[src/rtl/sha256_miner_ctrl.sv]
// Nonce-scanning controller for a 64-cycle SHA-256 chunk core: feeds header pass 1 and
// digest pass 2 alternately, and flags nonces whose final hash word h is zero.
module sha256_miner_ctrl (
    input  logic         clk,
    input  logic         reset,
    input  logic         start,
    input  logic         abort,
    input  logic [255:0] midstate,
    input  logic [95:0]  tail,
    input  logic [31:0]  nonce_start,
    input  logic [31:0]  nonce_end,
    output logic [511:0] core_data,
    output logic [255:0] core_vin,
    input  logic [255:0] core_hash,
    input  logic         core_valid,
    output logic         busy,
    output logic         found,
    output logic [31:0]  found_nonce,
    output logic         done,
    output logic [31:0]  cur_nonce
);

    typedef enum logic [1:0] {IDLE, WAIT, P1, P2} state_t;

    // SHA-256 initial hash value, word a in the low bits to match core_vin ordering.
    localparam logic [255:0] SHA_IV = {32'h5be0cd19, 32'h1f83d9ab, 32'h9b05688c, 32'h510e527f,
                                       32'ha54ff53a, 32'h3c6ef372, 32'hbb67ae85, 32'h6a09e667};

    state_t        state, state_nx;
    logic [255:0]  mid_q;
    logic [95:0]   tail_q;
    logic [31:0]   end_q;
    logic [31:0]   nonce_nx;
    logic          found_nx, done_nx;
    logic          accept_job;

    function automatic logic [31:0] bswap32(input logic [31:0] w);
        return {w[7:0], w[15:8], w[23:16], w[31:24]};
    endfunction

    // Second header chunk: 12 tail bytes, nonce, padding, 640-bit length.
    function automatic logic [511:0] pass1_data(input logic [95:0] t, input logic [31:0] n);
        logic [511:0] d;
        d          = '0;
        d[95:0]    = t;
        d[127:96]  = n;
        d[159:128] = bswap32(32'h80000000);
        d[511:480] = bswap32(32'h00000280);
        return d;
    endfunction

    // Digest of pass 1 re-hashed as a 256-bit message with padding and length.
    function automatic logic [511:0] pass2_data(input logic [255:0] h);
        logic [511:0] d;
        d = '0;
        for (int i = 0; i < 8; i++) begin
            d[32*i +: 32] = bswap32(h[255-32*i -: 32]);
        end
        d[287:256] = bswap32(32'h80000000);
        d[511:480] = bswap32(32'h00000100);
        return d;
    endfunction

    assign busy = (state != IDLE);

    always_comb begin
        state_nx   = state;
        nonce_nx   = cur_nonce;
        found_nx   = 1'b0;
        done_nx    = 1'b0;
        accept_job = 1'b0;
        core_data  = '0;
        core_vin   = '0;
        case (state)
            IDLE: begin
                if (start) begin
                    accept_job = 1'b1;
                    nonce_nx   = nonce_start;
                    state_nx   = WAIT;
                end
            end
            WAIT: begin
                if (core_valid) begin
                    core_data = pass1_data(tail_q, cur_nonce);
                    core_vin  = mid_q;
                    state_nx  = P1;
                end
            end
            P1: begin
                if (core_valid) begin
                    core_data = pass2_data(core_hash);
                    core_vin  = SHA_IV;
                    state_nx  = P2;
                end
            end
            P2: begin
                if (core_valid) begin
                    found_nx = (core_hash[31:0] == 32'd0);
                    if (cur_nonce == end_q) begin
                        done_nx  = 1'b1;
                        state_nx = IDLE;
                    end else begin
                        nonce_nx  = cur_nonce + 32'd1;
                        core_data = pass1_data(tail_q, nonce_nx);
                        core_vin  = mid_q;
                        state_nx  = P1;
                    end
                end
            end
            default: state_nx = IDLE;
        endcase
        // Abort (and reset) cancel everything decided above, including a pending start.
        if (abort || reset) begin
            state_nx   = IDLE;
            nonce_nx   = cur_nonce;
            found_nx   = 1'b0;
            done_nx    = 1'b0;
            accept_job = 1'b0;
            core_data  = '0;
            core_vin   = '0;
        end
    end

    always_ff @(posedge clk) begin
        if (reset) begin
            state       <= IDLE;
            found       <= 1'b0;
            done        <= 1'b0;
            found_nonce <= 32'd0;
            cur_nonce   <= 32'd0;
        end else begin
            state     <= state_nx;
            found     <= found_nx;
            done      <= done_nx;
            cur_nonce <= nonce_nx;
            if (found_nx) begin
                found_nonce <= cur_nonce;
            end
        end
    end

    // Job fields are pure data: only loaded on an accepted start, never reset.
    always_ff @(posedge clk) begin
        if (accept_job) begin
            mid_q  <= midstate;
            tail_q <= tail;
            end_q  <= nonce_end;
        end
    end

endmodule

[config.mk]
export PLATFORM = sky130hd
export DESIGN_NAME = sha256_miner_ctrl
export DESIGN_NICKNAME = d
export VERILOG_FILES = /design/src/rtl/sha256_miner_ctrl.sv
export SDC_FILE = /design/constraint.sdc
export NUM_CORES = 1
export LEC_CHECK = 0
export CAP_MARGIN = 20
export CORE_AREA = 10 10 588 590
export CTS_BUF_LIST = sky130_fd_sc_hd__clkbuf_4
export DETAILED_ROUTE_END_ITERATION = 10
export DIE_AREA = 0 0 598 600
export HOLD_SLACK_MARGIN = 0.08
export PLACE_DENSITY = 0.3
export SLEW_MARGIN = 20
export SYNTH_ARGS = -nofsm -noshare
export SYNTH_HDL_FRONTEND = slang
export SYNTH_SLANG_ARGS = --single-unit
[constraint.sdc]
create_clock -name clk -period 19.6 [get_ports clk]
set_input_delay 5.88 -clock clk [delete_from_list [all_inputs] [get_ports clk]]
set_output_delay 5.88 -clock clk [all_outputs]
set_load 0.1 [all_outputs]
Yosys cells after proc, flatten, opt, wreduce, memory -nomap -nowiden
Index checks and enable logic that the tools add are counted.
W data, S select, Z words.
{"block": "word_totals", "n_memories": 0, "in_bits": 677, "ramBits": 0, "mem_bits_ro": 0, "register_bits": 452, "output_inout_bits": 835, "elab_cells": 59, "latch_bits": 0}
{"block": "op_classes", "div": 0, "magnitude_cmp": 0, "addsub": 1, "mux": 29, "mul": 0, "n_eq_ne": 9, "n_bitwise": 3, "n_reduce_logical": 9, "n_shift": 0}
{"cell": "$mux W512", "n": 4}
{"cell": "$pmux W512 S3", "n": 1}
{"cell": "$mux W256", "n": 4}
{"cell": "$pmux W256 S3", "n": 1}
{"cell": "$mux W497", "n": 1}
{"cell": "$mux W255", "n": 1}
{"cell": "$mux W32", "n": 3}
{"cell": "$pmux W32 S2", "n": 1}
{"cell": "$add A32 B1 Y32 const B", "n": 1}
{"cell": "$eq A32 B32 Y1", "n": 1}
{"cell": "$logic_not A32 Y1", "n": 1}
{"cell": "$mux W2", "n": 5}
{"cell": "$ne A2 B2 Y1 const B", "n": 5}
{"cell": "$pmux W2 S4", "n": 1}
{"cell": "$mux W1", "n": 7}
{"cell": "$reduce_and A5 Y1", "n": 1}
{"cell": "$eq A2 B2 Y1 const B", "n": 2}
{"cell": "$reduce_and A4 Y1", "n": 1}
{"cell": "$reduce_bool A2 Y1", "n": 2}
{"cell": "$reduce_or A4 Y1", "n": 1}
{"cell": "$not A1 Y1", "n": 3}
{"cell": "$eq A2 B1 Y1 const B", "n": 1}
{"cell": "$logic_not A2 Y1", "n": 1}
{"cell": "$reduce_or A2 Y1", "n": 1}
{"cell": "$logic_or A1 B1 Y1", "n": 1}

Longest topological paths before layout
{"block": "logic_depth", "ltp_word": 5, "mapped_depth": 12, "ltp_nobuf": 9}

Worst setup path before layout
Ideal clock, no wire load.
{"block": "synth_path", "path_kind": "input-to-output", "from": "in abort", "to": "out core_data[127]", "arrival_ns": 10.593, "slack_ns": 3.127, "path_stages": 7, "cell_sequence": "or2_1 clkbuf_1 nor2_1 o2111ai_1 buf_2 buf_1 o311ai_0"}
{"block": "synth_via", "elab_chain_len": 2}
{"element": "start: declaration", "line": "7", "text": "input logic abort,"}
{"element": "$logic_or A1 B1 Y1", "line": "113", "text": "if (abort || reset) begin"}
{"element": "$mux W512", "line": "113"}
{"element": "end: declaration", "line": "12", "text": "output logic [511:0] core_data,"}
No other way between the ends.

Worst setup path after layout
{"block": "layout_path", "from": "in core_valid", "to": "out core_vin[243]"}
{"block": "layout_via", "elab_chain_len": 3, "elab_cells_between_ends": 4, "classes_between": "mux: 4"}
{"element": "start: declaration", "line": "15", "text": "input logic core_valid,"}
{"element": "$mux W256 (on tied branches)", "line": "97, 83"}
{"element": "$pmux W256 S3 *", "line": "74", "text": "case (state)"}
{"element": "$mux W256 *", "line": "113"}
{"element": "end: declaration", "line": "13", "text": "output logic [255:0] core_vin,"}
Mark *: on every way between the ends. The rest lies on a longest branch, timed or not.

==> impl_metrics.py <==
metrics = {
    "global_routing": {
        "grt_use_total_pct": 12.17,
        "antenna_found_initial": 218,
        "grt_first_pass_wirelength_mm": 280.2,
        "grt_max_degree": 174,
        "first_global_vias": 22011,
        "overflow": 0,
    },
    "die": {
        "ios": 1512,
        "core_area_um2": 333200,
        "rows": 212,
        "die_h_um": 600,
        "die_area_um2": 358800,
        "die_width_um": 598,
        "start_util_pct": 6.643,
    },
    "detailed_routing": {
        "antenna_left": 0,
        "drc_errors": 0,
        "wl_per_cell_um": 29.88,
        "wirelength_mm": 231.5,
        "vias": 21461,
        "initialDrtViolationCount": 1457,
        "drt_first_pass_iters": 8,
        "vias_per_cell": 2.770,
    },
    "clock_network": {
        "cts-resized-gates": 0,
        "postCtsHoldBufs": 0,
        "cts.reportedPaths.clkPinSlew_ps": 70,
        "postCtsSetupBuffers": 0,
        "clockBufferDepth": 4,
        "numClockSinks": 452,
        "insertion_delay_ps": 1090,
        "htree_levels": 4,
        "cts_buffers": 166,
        "tritoncts": "built",
        "cts-root-buf": "clkbuf_4",
    },
    "synth": {
        "yosys.area.top_type": "edfxtp_1",
        "syn_avg_cell_area_um2": 11.73,
        "synth.top_cell.area_share_pct": 52.10,
        "ys_top_cells_by_count": "edfxtp_1 (384), buf_4 (256), and2_1 (254)",
        "synth-async-reset-ratio_pct": 0,
        "ys_ff_latch": 452,
        "yosys_warnings": 0,
        "synth_edf_count": 384,
        "synthTopCellsByArea": "edfxtp_1 (52%), buf_4 (8.7%), and2_1 (7.2%), dfxtp_1 (6.2%), a21o_1 (4.6%)",
        "synth_top_flop_cell": "edfxtp_1",
        "yosysUniqueCellTypes": 64,
        "synth.most_common_cell": "edfxtp_1",
        "seq_area_frac_synth_pct": 58.25,
        "syn_area_um2": 22130,
        "synthCells": 1887,
    },
    "power": {
        "p_leak_nw": 14.57,
        "design_power_total_mw": 2.718,
        "ir_worst_vdd_v": 0.00003252,
        "power.density_nw_per_um2": 66.63,
    },
    "placed_design": {
        "place_congestion": 0.8874,
        "place_area_um2": 38660,
        "dpl.hpwl_mm": 197.3,
        "io_buffers": 1259,
    },
    "finish": {
        "finalInstanceArea_um2": 40800,
        "layout-drive-gt1-share_pct": 12.37,
        "fin_nets": 3889,
        "area_growth_pct": 84.32,
    },
    "timing": {
        "worstMarginPinSlew_ps": 1320,
        "slew_headroom_pct": 11.98,
        "fmax_mhz": 61.08,
        "slew_viol_final": 0,
        "fin_skew_ps": 112.8,
        "rsz0062_at_grt": "false",
        "period_share_pct": 83.53,
        "min_period_ps": 16370,
        "finalSetupViolCount": 0,
        "hold_viol": 0,
        "tns_ps": 0,
    },
    "worst_setup_path": {
        "crit_type": "input pin to primary output",
        "crit_path_max_fanout": 142,
        "crit_family": "buffers and inverters",
        "cp_data_required_time_ps": 13720,
        "worstPathCellList": "clkdlybuf4s50_1 -> and2_1 -> a21oi_4 -> nor2_4 -> buf_12 -> and2_1 -> clkdlybuf4s50_1",
        "start_kind": "input pin",
        "arrival_ps": 10490,
        "critPathSlowestCell": "clkdlybuf4s50_1",
        "worstReg2RegStart": "state[0]",
        "cp-end-kind": "primary output",
        "worst-path-buf-inv": 3,
        "startpoint": "core_valid",
        "cpPeakStageDelay_ps": 1250,
    },
    "hold_path": {
        "min-delay-path-class": "flop to flop",
        "hp-start": "found_nonce[19]",
    },
    "status": {
        "status": "complete, no violations",
    },
    "run": {
        "drv_cap": 0,
    },
}
## where the power goes
group,internal [mW],switching (mW),leakage (nW)
clock network,0.574,0.549,1.20
logic,0.143,0.346,9.30
registers,1.08,0.0285,4.07
## tightest hold or removal path, stage by stage (launching register included)
cell     delay (ps)
dfxtp_1         310
nand2_1          50
a21oi_1          50
## layer usage
metal / share of wire [%] / up-vias / wire [um] / track usage (%)
met5: 0.13 / - / 305 / 0
met4: 2.9 / 44 / 6756 / 2.545
met3: 12 / 500 / 27050 / 5.956
met2: 51 / 1493 / 117800 / 22.40
met1: 34 / 10375 / 79560 / 12.44
li1: - / 9049 / - / -
## state kept, by name (all words and copies together) (netlist names)
register     count
mid_q          256
tail_q          96
cur_nonce       32
end_q           32
found_nonce     32
state            2
done             1
found            1
## final cells by class
class,instances,area [um^2]
Antenna cell,38,95.09
Clock buffer,235,1764
Clock inverter,49,251.5
Fill cell,37948,292400
Inverter,17,63.81
Multi-Input combinational cell,1265,7517
Sequential cell,452,12890
Tap cell,4387,5489
Timing Repair Buffer,1304,12720
## stage by stage
stage | instances | setup WS (ps) | hold WS [ps] | utilization [%]
2_1_floorplan | 2138 | 3127 | 514.1 | -
3_3_place_gp | 7424 | 3028 | 441.7 | 11.61
3_5_place_dp | 7424 | 3066 | 443.9 | 11.60
4_1_cts | 7708 | 3029 | 452.8 | 12.21
5_1_grt | 7725 | 2944 | 474.6 | 12.23
6_report | 7747 | 3229 | 448.4 | 12.25
## cell families after synthesis
logic type | share of synthesized area (%)
XOR/XNOR | 1.425
buffers and inverters | 12.37
multiplexers | 0.1866
AND/OR/NAND/NOR | 13.11
adder cells (fa/ha/maj) | 0.3392
flip-flops | 58.25
other | 0.01694
AO/OA/AOI/OAI | 14.30
## path summary, 6_finish.rpt
check / cells past startpoint / slack (ps) / end
setup / recovery: 7 / 3230 / core_vin[243]
hold / removal: 2 / 450 / found_nonce[19]
setup reg to reg: 9 / 15760 / found_nonce[15]
hold reg to reg: 2 / 450 / found_nonce[19]
## cells in the final DEF, fill, tap and decap left out, types with 19 or more instances in the layout
cell,count
a22o_1,97
clkinv_1,38
diode_2,38
nor3_1,19
nand3_1,29
nand2_1,116
o21ai_0,27
clkdlybuf4s50_1,1156
conb_1,252
nor4_1,20
a21o_1,137
edfxtp_1,384
and2_1,254
a21oi_1,72
xor2_1,33
dfxtp_1,68
buf_4,125
nor2_1,53
clkbuf_4,235
No activity file was read; power rests on OpenSTA's default activity.
